===== src/rtl/shift_reg_universal.sv =====
// Universal shift register: shifts, rotates, arithmetic right shift, parallel load and clear.
// A word counter pulses word_done for one cycle after every WIDTH-th shift-class operation.
module shift_reg_universal #(
  parameter int              WIDTH     = 8,
  parameter logic [WIDTH-1:0] RESET_VAL = '0,
  localparam int             CW        = (WIDTH > 2) ? $clog2(WIDTH) : 1
) (
  input  logic             clk,
  input  logic             rst_n,
  input  logic             en,
  input  logic [2:0]       mode,
  input  logic             serial_in_r,
  input  logic             serial_in_l,
  input  logic [WIDTH-1:0] par_in,
  output logic [WIDTH-1:0] q,
  output logic             serial_out_r,
  output logic             serial_out_l,
  output logic [CW-1:0]    shift_cnt,
  output logic             word_done
);

  typedef enum logic [2:0] {
    MODE_HOLD  = 3'b000,
    MODE_SHR   = 3'b001,
    MODE_SHL   = 3'b010,
    MODE_ROR   = 3'b011,
    MODE_ROL   = 3'b100,
    MODE_LOAD  = 3'b101,
    MODE_CLEAR = 3'b110,
    MODE_ASR   = 3'b111
  } mode_e;

  localparam logic [CW-1:0] CNT_LAST = CW'(WIDTH - 1);

  logic [WIDTH-1:0] q_q, q_d;
  logic [CW-1:0]    cnt_q, cnt_d;
  logic             done_q, done_d;
  logic             shift_op;

  always_comb begin
    q_d      = q_q;
    shift_op = 1'b0;
    case (mode_e'(mode))
      MODE_SHR: begin
        q_d      = {serial_in_r, q_q[WIDTH-1:1]};
        shift_op = 1'b1;
      end
      MODE_SHL: begin
        q_d      = {q_q[WIDTH-2:0], serial_in_l};
        shift_op = 1'b1;
      end
      MODE_ROR: begin
        q_d      = {q_q[0], q_q[WIDTH-1:1]};
        shift_op = 1'b1;
      end
      MODE_ROL: begin
        q_d      = {q_q[WIDTH-2:0], q_q[WIDTH-1]};
        shift_op = 1'b1;
      end
      MODE_LOAD:  q_d = par_in;
      MODE_CLEAR: q_d = '0;
      MODE_ASR: begin
        q_d      = {q_q[WIDTH-1], q_q[WIDTH-1:1]};
        shift_op = 1'b1;
      end
      default: q_d = q_q;
    endcase
  end

  // Load and clear restart the word; hold keeps the count but never pulses.
  always_comb begin
    cnt_d  = cnt_q;
    done_d = 1'b0;
    if (en) begin
      if (shift_op) begin
        if (cnt_q == CNT_LAST) begin
          cnt_d  = '0;
          done_d = 1'b1;
        end else begin
          cnt_d = cnt_q + 1'b1;
        end
      end else if (mode == MODE_LOAD || mode == MODE_CLEAR) begin
        cnt_d = '0;
      end
    end
  end

  always_ff @(posedge clk or negedge rst_n) begin
    if (!rst_n) begin
      q_q    <= RESET_VAL;
      cnt_q  <= '0;
      done_q <= 1'b0;
    end else begin
      if (en) begin
        q_q <= q_d;
      end
      cnt_q  <= cnt_d;
      done_q <= done_d;
    end
  end

  assign q            = q_q;
  assign shift_cnt    = cnt_q;
  assign word_done    = done_q;
  assign serial_out_r = q_q[0];
  assign serial_out_l = q_q[WIDTH-1];

endmodule


===== config.mk =====
export PLATFORM = sky130hd
export DESIGN_NAME = shift_reg_universal
export DESIGN_NICKNAME = d
export VERILOG_FILES = /design/src/rtl/shift_reg_universal.sv
export SDC_FILE = /design/constraint.sdc
export NUM_CORES = 1
export LEC_CHECK = 0
export CAP_MARGIN = 20
export CORE_MARGIN = 1.5
export CORE_UTILIZATION = 45
export CTS_CLUSTER_DIAMETER = 30
export DETAILED_ROUTE_END_ITERATION = 8
export MAX_ROUTING_LAYER = met4
export PLACE_DENSITY = 0.91
export SYNTH_ARGS = -nofsm -noshare
export SYNTH_HDL_FRONTEND = slang
export SYNTH_SLANG_ARGS = --single-unit

===== constraint.sdc =====
create_clock -name clk -period 2.7 [get_ports clk]
set_clock_uncertainty 0.2 [all_clocks]
set_input_delay 0.405 -clock clk [delete_from_list [all_inputs] [get_ports clk]]
set_output_delay 0.405 -clock clk [all_outputs]
set_load 0.005 [all_outputs]

=== Word-level counts from Yosys, hierarchy flattened ===
Index checks and enable logic that the tools add are counted.

* Eq/ne operators: 8
* Bitwise operators: 1
* Reduce and logical (&&, ||, !) cells: 8
* Add/sub/neg operators: 1
* Mux-type cells: 8

{| class="wikitable"
|+ Operator list
! operator !! count
|-
| $pmux W8 S7 || 1
|-
| $eq A3 B3 Y1 const B || 5
|-
| $mux W3 || 3
|-
| $reduce_bool A7 Y1 || 1
|-
| $eq A3 B2 Y1 const B || 2
|-
| $reduce_bool A6 Y1 || 1
|-
| $reduce_or A5 Y1 || 1
|-
| $mux W1 || 4
|-
| $reduce_and A2 Y1 || 2
|-
| $add A3 B1 Y3 const B || 1
|-
| $eq A3 B1 Y1 const B || 1
|-
| $reduce_and A3 Y1 || 1
|-
| $reduce_bool A2 Y1 || 1
|-
| $logic_or A1 B1 Y1 || 1
|-
| $not A1 Y1 || 1
|}

* Output and inout bits: 14
* Word-level logic and storage cells: 30
* Register bits: 12

=== Logic depth before layout (Yosys ltp) ===
* Depth in word-level cells: 5
* Mapped depth: 5

=== Worst setup path after synthesis ===
Ideal clock, no wire load.

* Kind: input port to flip-flop
* From: in mode[0]
* To: reg cnt_q[1] (netlist: shift_cnt[1])
* Library setup time: 0.121 ns
* Setup slack: 1.157 ns
* Path buffers: 2
* Required time: 2.379 ns
* Cell stages on the path: 5
* Arrival: 1.222 ns
* Cell sequence: buf_2 -> buf_2 -> nand3b_1 -> o211a_1 -> a22o_1

* Longest elaborated chain between the ends: 5

{| class="wikitable"
|+ RTL lines
! item !! line !! text
|-
| from (decl) || 11 || <nowiki>input logic [2:0] mode,</nowiki>
|-
| $eq A3 B3 Y1 (tied with other cells) || 43 || <nowiki>case (mode_e'(mode))</nowiki>
|-
| $reduce_or A5 Y1 (no line) || -- ||
|-
| $mux W1 || 43 ||
|-
| $reduce_bool A2 Y1 (no line) || -- ||
|-
| $reduce_and A2 Y1 (no line) || -- ||
|-
| to (signal assigned) || 97 || <nowiki>cnt_q <= cnt_d;</nowiki>
|-
| to (decl) || 36 || <nowiki>logic [CW-1:0] cnt_q, cnt_d;</nowiki>
|}

Parallel ways exist; a longest one is shown, timed or not.
A chain may end at the register's enable or synchronous reset.

=== Final worst setup path ===
* From: in mode[2]
* To: reg q_q[3] (netlist: q[3])

* Longest elaborated chain between the ends: 3

{| class="wikitable"
|+ RTL lines
! item !! line !! text
|-
| $eq A3 B3 Y1 (tied with other cells) || 43 ||
|-
| $reduce_bool A7 Y1 (no line) || -- ||
|-
| $reduce_and A2 Y1 (no line) || -- ||
|-
| to (signal assigned) || 95 || <nowiki>q_q <= q_d;</nowiki>
|-
| to (decl) || 35 || <nowiki>logic [WIDTH-1:0] q_q, q_d;</nowiki>
|}

Parallel ways exist; a longest one is shown, timed or not.

==> flow_summary.html <==
<table>
<tr><th>Metric</th><th>Value</th></tr>
<tr><th colspan="2">Run status</th></tr>
<tr><td>Status</td><td>finished, final reports clean</td></tr>
<tr><th colspan="2">Route</th></tr>
<tr><td>Routed length per instance</td><td>14.9 um</td></tr>
<tr><td>Avg Vias per Cell</td><td>5.82</td></tr>
<tr><td>Remaining design rule violation count</td><td>0</td></tr>
<tr><td>Antenna violation net count after detailed routing</td><td>0</td></tr>
<tr><td>DRT iter0 DRCs</td><td>28</td></tr>
<tr><td>Number of vias in the routed layout</td><td>856</td></tr>
<tr><td>1st-pass router iterations</td><td>4</td></tr>
<tr><td>Routed Wire Length</td><td>2190 um</td></tr>
<tr><th colspan="2">Yosys</th></tr>
<tr><td>Primary FF master, synth</td><td>sky130_fd_sc_hd__dfrtp_1</td></tr>
<tr><td>Library cell occupying the most area in the post-synthesis netlist</td><td>sky130_fd_sc_hd__dfrtp_1</td></tr>
<tr><td>Top-area cell type share of the netlist area</td><td>0.345</td></tr>
<tr><td>Post-Syn Instances</td><td>95</td></tr>
<tr><td>Number of synthesized flops with an enable pin</td><td>0</td></tr>
<tr><td>Flip-flop and latch count after synthesis</td><td>12</td></tr>
<tr><td>Synthesized area divided by synthesized cell count</td><td>9.17 sq um</td></tr>
<tr><td>Nets in the synthesized netlist</td><td>approximately 110</td></tr>
<tr><td>Largest cells by area after synthesis</td><td>sky130_fd_sc_hd__dfrtp_1, sky130_fd_sc_hd__nor3b_1, sky130_fd_sc_hd__o31a_1, sky130_fd_sc_hd__a211o_1, sky130_fd_sc_hd__a32oi_1</td></tr>
<tr><td>Count of unique library cells instantiated by Yosys</td><td>33</td></tr>
<tr><td>Async set-or-reset flop fraction in the synthesized netlist</td><td>1.00</td></tr>
<tr><td>Synth Warn #</td><td>0</td></tr>
<tr><td>Sequential area share after synthesis</td><td>0.345</td></tr>
<tr><td>Synthesized cell area</td><td>871 sq um</td></tr>
<tr><th colspan="2">Critical path</th></tr>
<tr><td>Worst stage delay on the critical path</td><td>between 0.7 and 0.8 ns</td></tr>
<tr><td>Cell chain of the critical path</td><td>clkdlybuf4s50_1, buf_4, nor3b_1, a211o_1, a32oi_1</td></tr>
<tr><td>CP startpoint kind</td><td>primary input</td></tr>
<tr><td>Worst setup path class</td><td>primary input to flop</td></tr>
<tr><td>Slowest cell on the critical path</td><td>sky130_fd_sc_hd__clkdlybuf4s50_1</td></tr>
<tr><td>Worst endpoint data arrival time</td><td>1.95 ns</td></tr>
<tr><td>Startpoint of the worst setup timing path</td><td>mode[2]</td></tr>
<tr><td>Worst reg2reg path depth</td><td>3</td></tr>
<tr><td>Crit path max fanout</td><td>13</td></tr>
<tr><td>Family with the most delay on the worst path</td><td>buffers and inverters</td></tr>
<tr><td>Buffering stage count on the worst path with inverters included</td><td>2</td></tr>
<tr><td>Data required, critical path</td><td>2.70 ns</td></tr>
<tr><td>Capturing point of the worst reg2reg path</td><td>shift_cnt[2]</td></tr>
<tr><td>Setup slack, reg-to-reg</td><td>1.28 ns</td></tr>
<tr><td>Critical path capture point type</td><td>flop</td></tr>
<tr><td>Reg2reg start</td><td>shift_cnt[0]</td></tr>
<tr><th colspan="2">Power and ir drop</th></tr>
<tr><td>Static Leakage</td><td>around 0.51 nW</td></tr>
<tr><td>Maximum vdd ir drop</td><td>0.000394 V</td></tr>
<tr><td>Power per standard cell area</td><td>544 nW/um^2</td></tr>
<tr><td>Overall Power</td><td>0.655 mW</td></tr>
<tr><th colspan="2">Timing</th></tr>
<tr><td>Setup-violating endpoint count in the final report</td><td>0</td></tr>
<tr><td>Final critical delay including setup and external delays</td><td>between 1.5 and 2 ns</td></tr>
<tr><td>Post-route clock period utilization</td><td>0.725</td></tr>
<tr><td>Achievable clock frequency</td><td>511 MHz</td></tr>
<tr><td>Final hold violations</td><td>0</td></tr>
<tr><td>Final slew viol count</td><td>0</td></tr>
<tr><td>Max transition margin</td><td>0.614</td></tr>
<tr><td>Transition at the pin with the smallest max-transition slack</td><td>0.577 ns</td></tr>
<tr><td>Aggregate negative setup slack</td><td>0 ns</td></tr>
<tr><td>Unrepaired setup endpoints after global routing</td><td>no</td></tr>
<tr><td>Worst hold margin</td><td>0.284 ns</td></tr>
<tr><th colspan="2">Global route</th></tr>
<tr><td>Global route overflow</td><td>0</td></tr>
<tr><td>Wire length of the first global-routing pass</td><td>3510 um</td></tr>
<tr><td>Number of global-route vias before repair</td><td>809</td></tr>
<tr><td>Global router's overall resource usage</td><td>0.236</td></tr>
<tr><td>Pin count of the biggest net entering global routing</td><td>24</td></tr>
<tr><td>Initial antenna violation count</td><td>0</td></tr>
<tr><th colspan="2">Layout</th></tr>
<tr><td>Non-filler cells, final</td><td>147</td></tr>
<tr><td>Commonest cells after routing, fill and taps aside</td><td>sky130_fd_sc_hd__clkdlybuf4s50_1, sky130_fd_sc_hd__dfrtp_1, sky130_fd_sc_hd__nor3b_1</td></tr>
<tr><td>Final nets</td><td>141</td></tr>
<tr><td>Final core occ</td><td>0.683</td></tr>
<tr><td>Area growth syn-to-layout</td><td>38.4%</td></tr>
<tr><td>Fraction of layout instances using a drive strength above 1</td><td>0.0984</td></tr>
<tr><td>Diode count</td><td>0</td></tr>
<tr><td>Commonest non-fill, non-tap cell in the layout</td><td>sky130_fd_sc_hd__clkdlybuf4s50_1</td></tr>
<tr><th colspan="2">Placement</th></tr>
<tr><td>Weighted congestion at the end of routability-driven global placement</td><td>0.816</td></tr>
<tr><td>Estimated wirelength of the detail-placed design</td><td>approximately 1600 um</td></tr>
<tr><td>Number of instances in the placed design</td><td>roughly 140</td></tr>
<tr><td>Input/output buffers</td><td>29</td></tr>
<tr><th colspan="2">Floorplanning</th></tr>
<tr><td>Core Box Area</td><td>1760 sq um</td></tr>
<tr><td>Std-Cell Rows</td><td>15</td></tr>
<tr><td>Area of the die</td><td>2210 sq um</td></tr>
<tr><td>Total I/O pin count</td><td>30</td></tr>
<tr><td>Die height</td><td>47.0 um</td></tr>
<tr><td>Starting density of the core</td><td>0.494</td></tr>
<tr><td>Die outline width</td><td>47.0 um</td></tr>
<tr><th colspan="2">CTS</th></tr>
<tr><td>Number of gates resized after cts</td><td>0</td></tr>
<tr><td>Hold buffers post-CTS</td><td>0</td></tr>
<tr><td>CTS Buffer Depth</td><td>2</td></tr>
<tr><td>Clock insertion delay at the later pin of the skew report</td><td>0.28 ns</td></tr>
<tr><td>Master cell of the clock root buffer</td><td>sky130_fd_sc_hd__clkbuf_4</td></tr>
<tr><td>Clock transition time at the flip-flop clock pins of the worst setup and hold paths</td><td>0.08 ns</td></tr>
<tr><td>Number of post-CTS setup repair buffers</td><td>0</td></tr>
<tr><td>Clock tree from TritonCTS</td><td>yes</td></tr>
<tr><td>Total CTS buffers</td><td>3</td></tr>
<tr><td>Clock sink total</td><td>12</td></tr>
<tr><td>Total number of H-tree levels</td><td>1</td></tr>
<tr><th colspan="2">Worst hold path</th></tr>
<tr><td>Class of the tightest hold or removal check</td><td>primary input to async pin</td></tr>
<tr><th colspan="2">Flow run</th></tr>
<tr><td>Count of maximum capacitance violations</td><td>0</td></tr>
</table>
## how the worst max path moves through the flow
stage                         endpoint  slack, ns  cells past startpoint
final                             q[3]       0.74                      5
after global routing              q[3]       0.66                      5
after CTS                         q[4]       0.76                      5
after detailed placement          q[4]       0.46                      5
after global placement            q[3]       0.53                      5
after floorplan           shift_cnt[1]       1.16                      5
## logic make-up (layout without fill, tap and decap cells)
| kind of cell | count (synthesis) | count (layout) | share of synthesized area |
|---|---|---|---|
| flops | 12 | 12 | 0.345 |
| buf+inv | 17 | 44 | 0.0963 |
| compound gates | 32 | 32 | 0.305 |
| mux | 3 | 3 | 0.0359 |
| simple gates | 27 | 27 | 0.170 |
| xor+xnor | 2 | 2 | 0.0201 |
| fa+ha+maj | 2 | 2 | 0.0287 |
## sequential cells by signal, summed over array words and instances, names as in the netlist
register,cells
q,8
shift_cnt,3
word_done,1
## power by group
group          internal (mW)  switching [mW]  total [mW]
sequential             0.217          0.0405       0.258
combinational          0.156          0.0948       0.250
clock                 0.0822          0.0648       0.147
## per-stage QoR
step / area [sq um] / setup WS [ns]
floorplan: 871 / 1.16
global placement: 1170 / 0.531
detailed placement: 1170 / 0.462
CTS: 1200 / 0.755
global route: 1200 / 0.656
finish: 1200 / 0.744
## final cells by class
cell class              count  area, sq um
flip-flops and latches     12          300
multi-input cells          66          487
clock buffers               4         36.3
repair buffers             34          328
fillers                   160          559
inverters                   6         22.5
well taps                  25         31.3
## cell usage after synthesis, drive strengths merged, types with 2 or more instances
master  number
a211o        5
a21boi       2
a22o         3
a32oi        5
and2         2
buf         10
dfrtp       12
ha           2
inv          6
mux2i        2
nand2        6
nand3        6
nor2         3
nor3b        7
o21ai        2
o31a         6
o31ai        2
## routing by layer
metal	routed length (um)	GRT usage	part of all wire	up-vias
met5	0	-	0	-
met3	129	0.0615	0.059	4
met1	914	0.274	0.42	412
li1	-	-	-	407
met2	1120	0.389	0.51	33
met4	25	0.0889	0.011	0
Note: power is estimated with default switching activity, not from simulation.
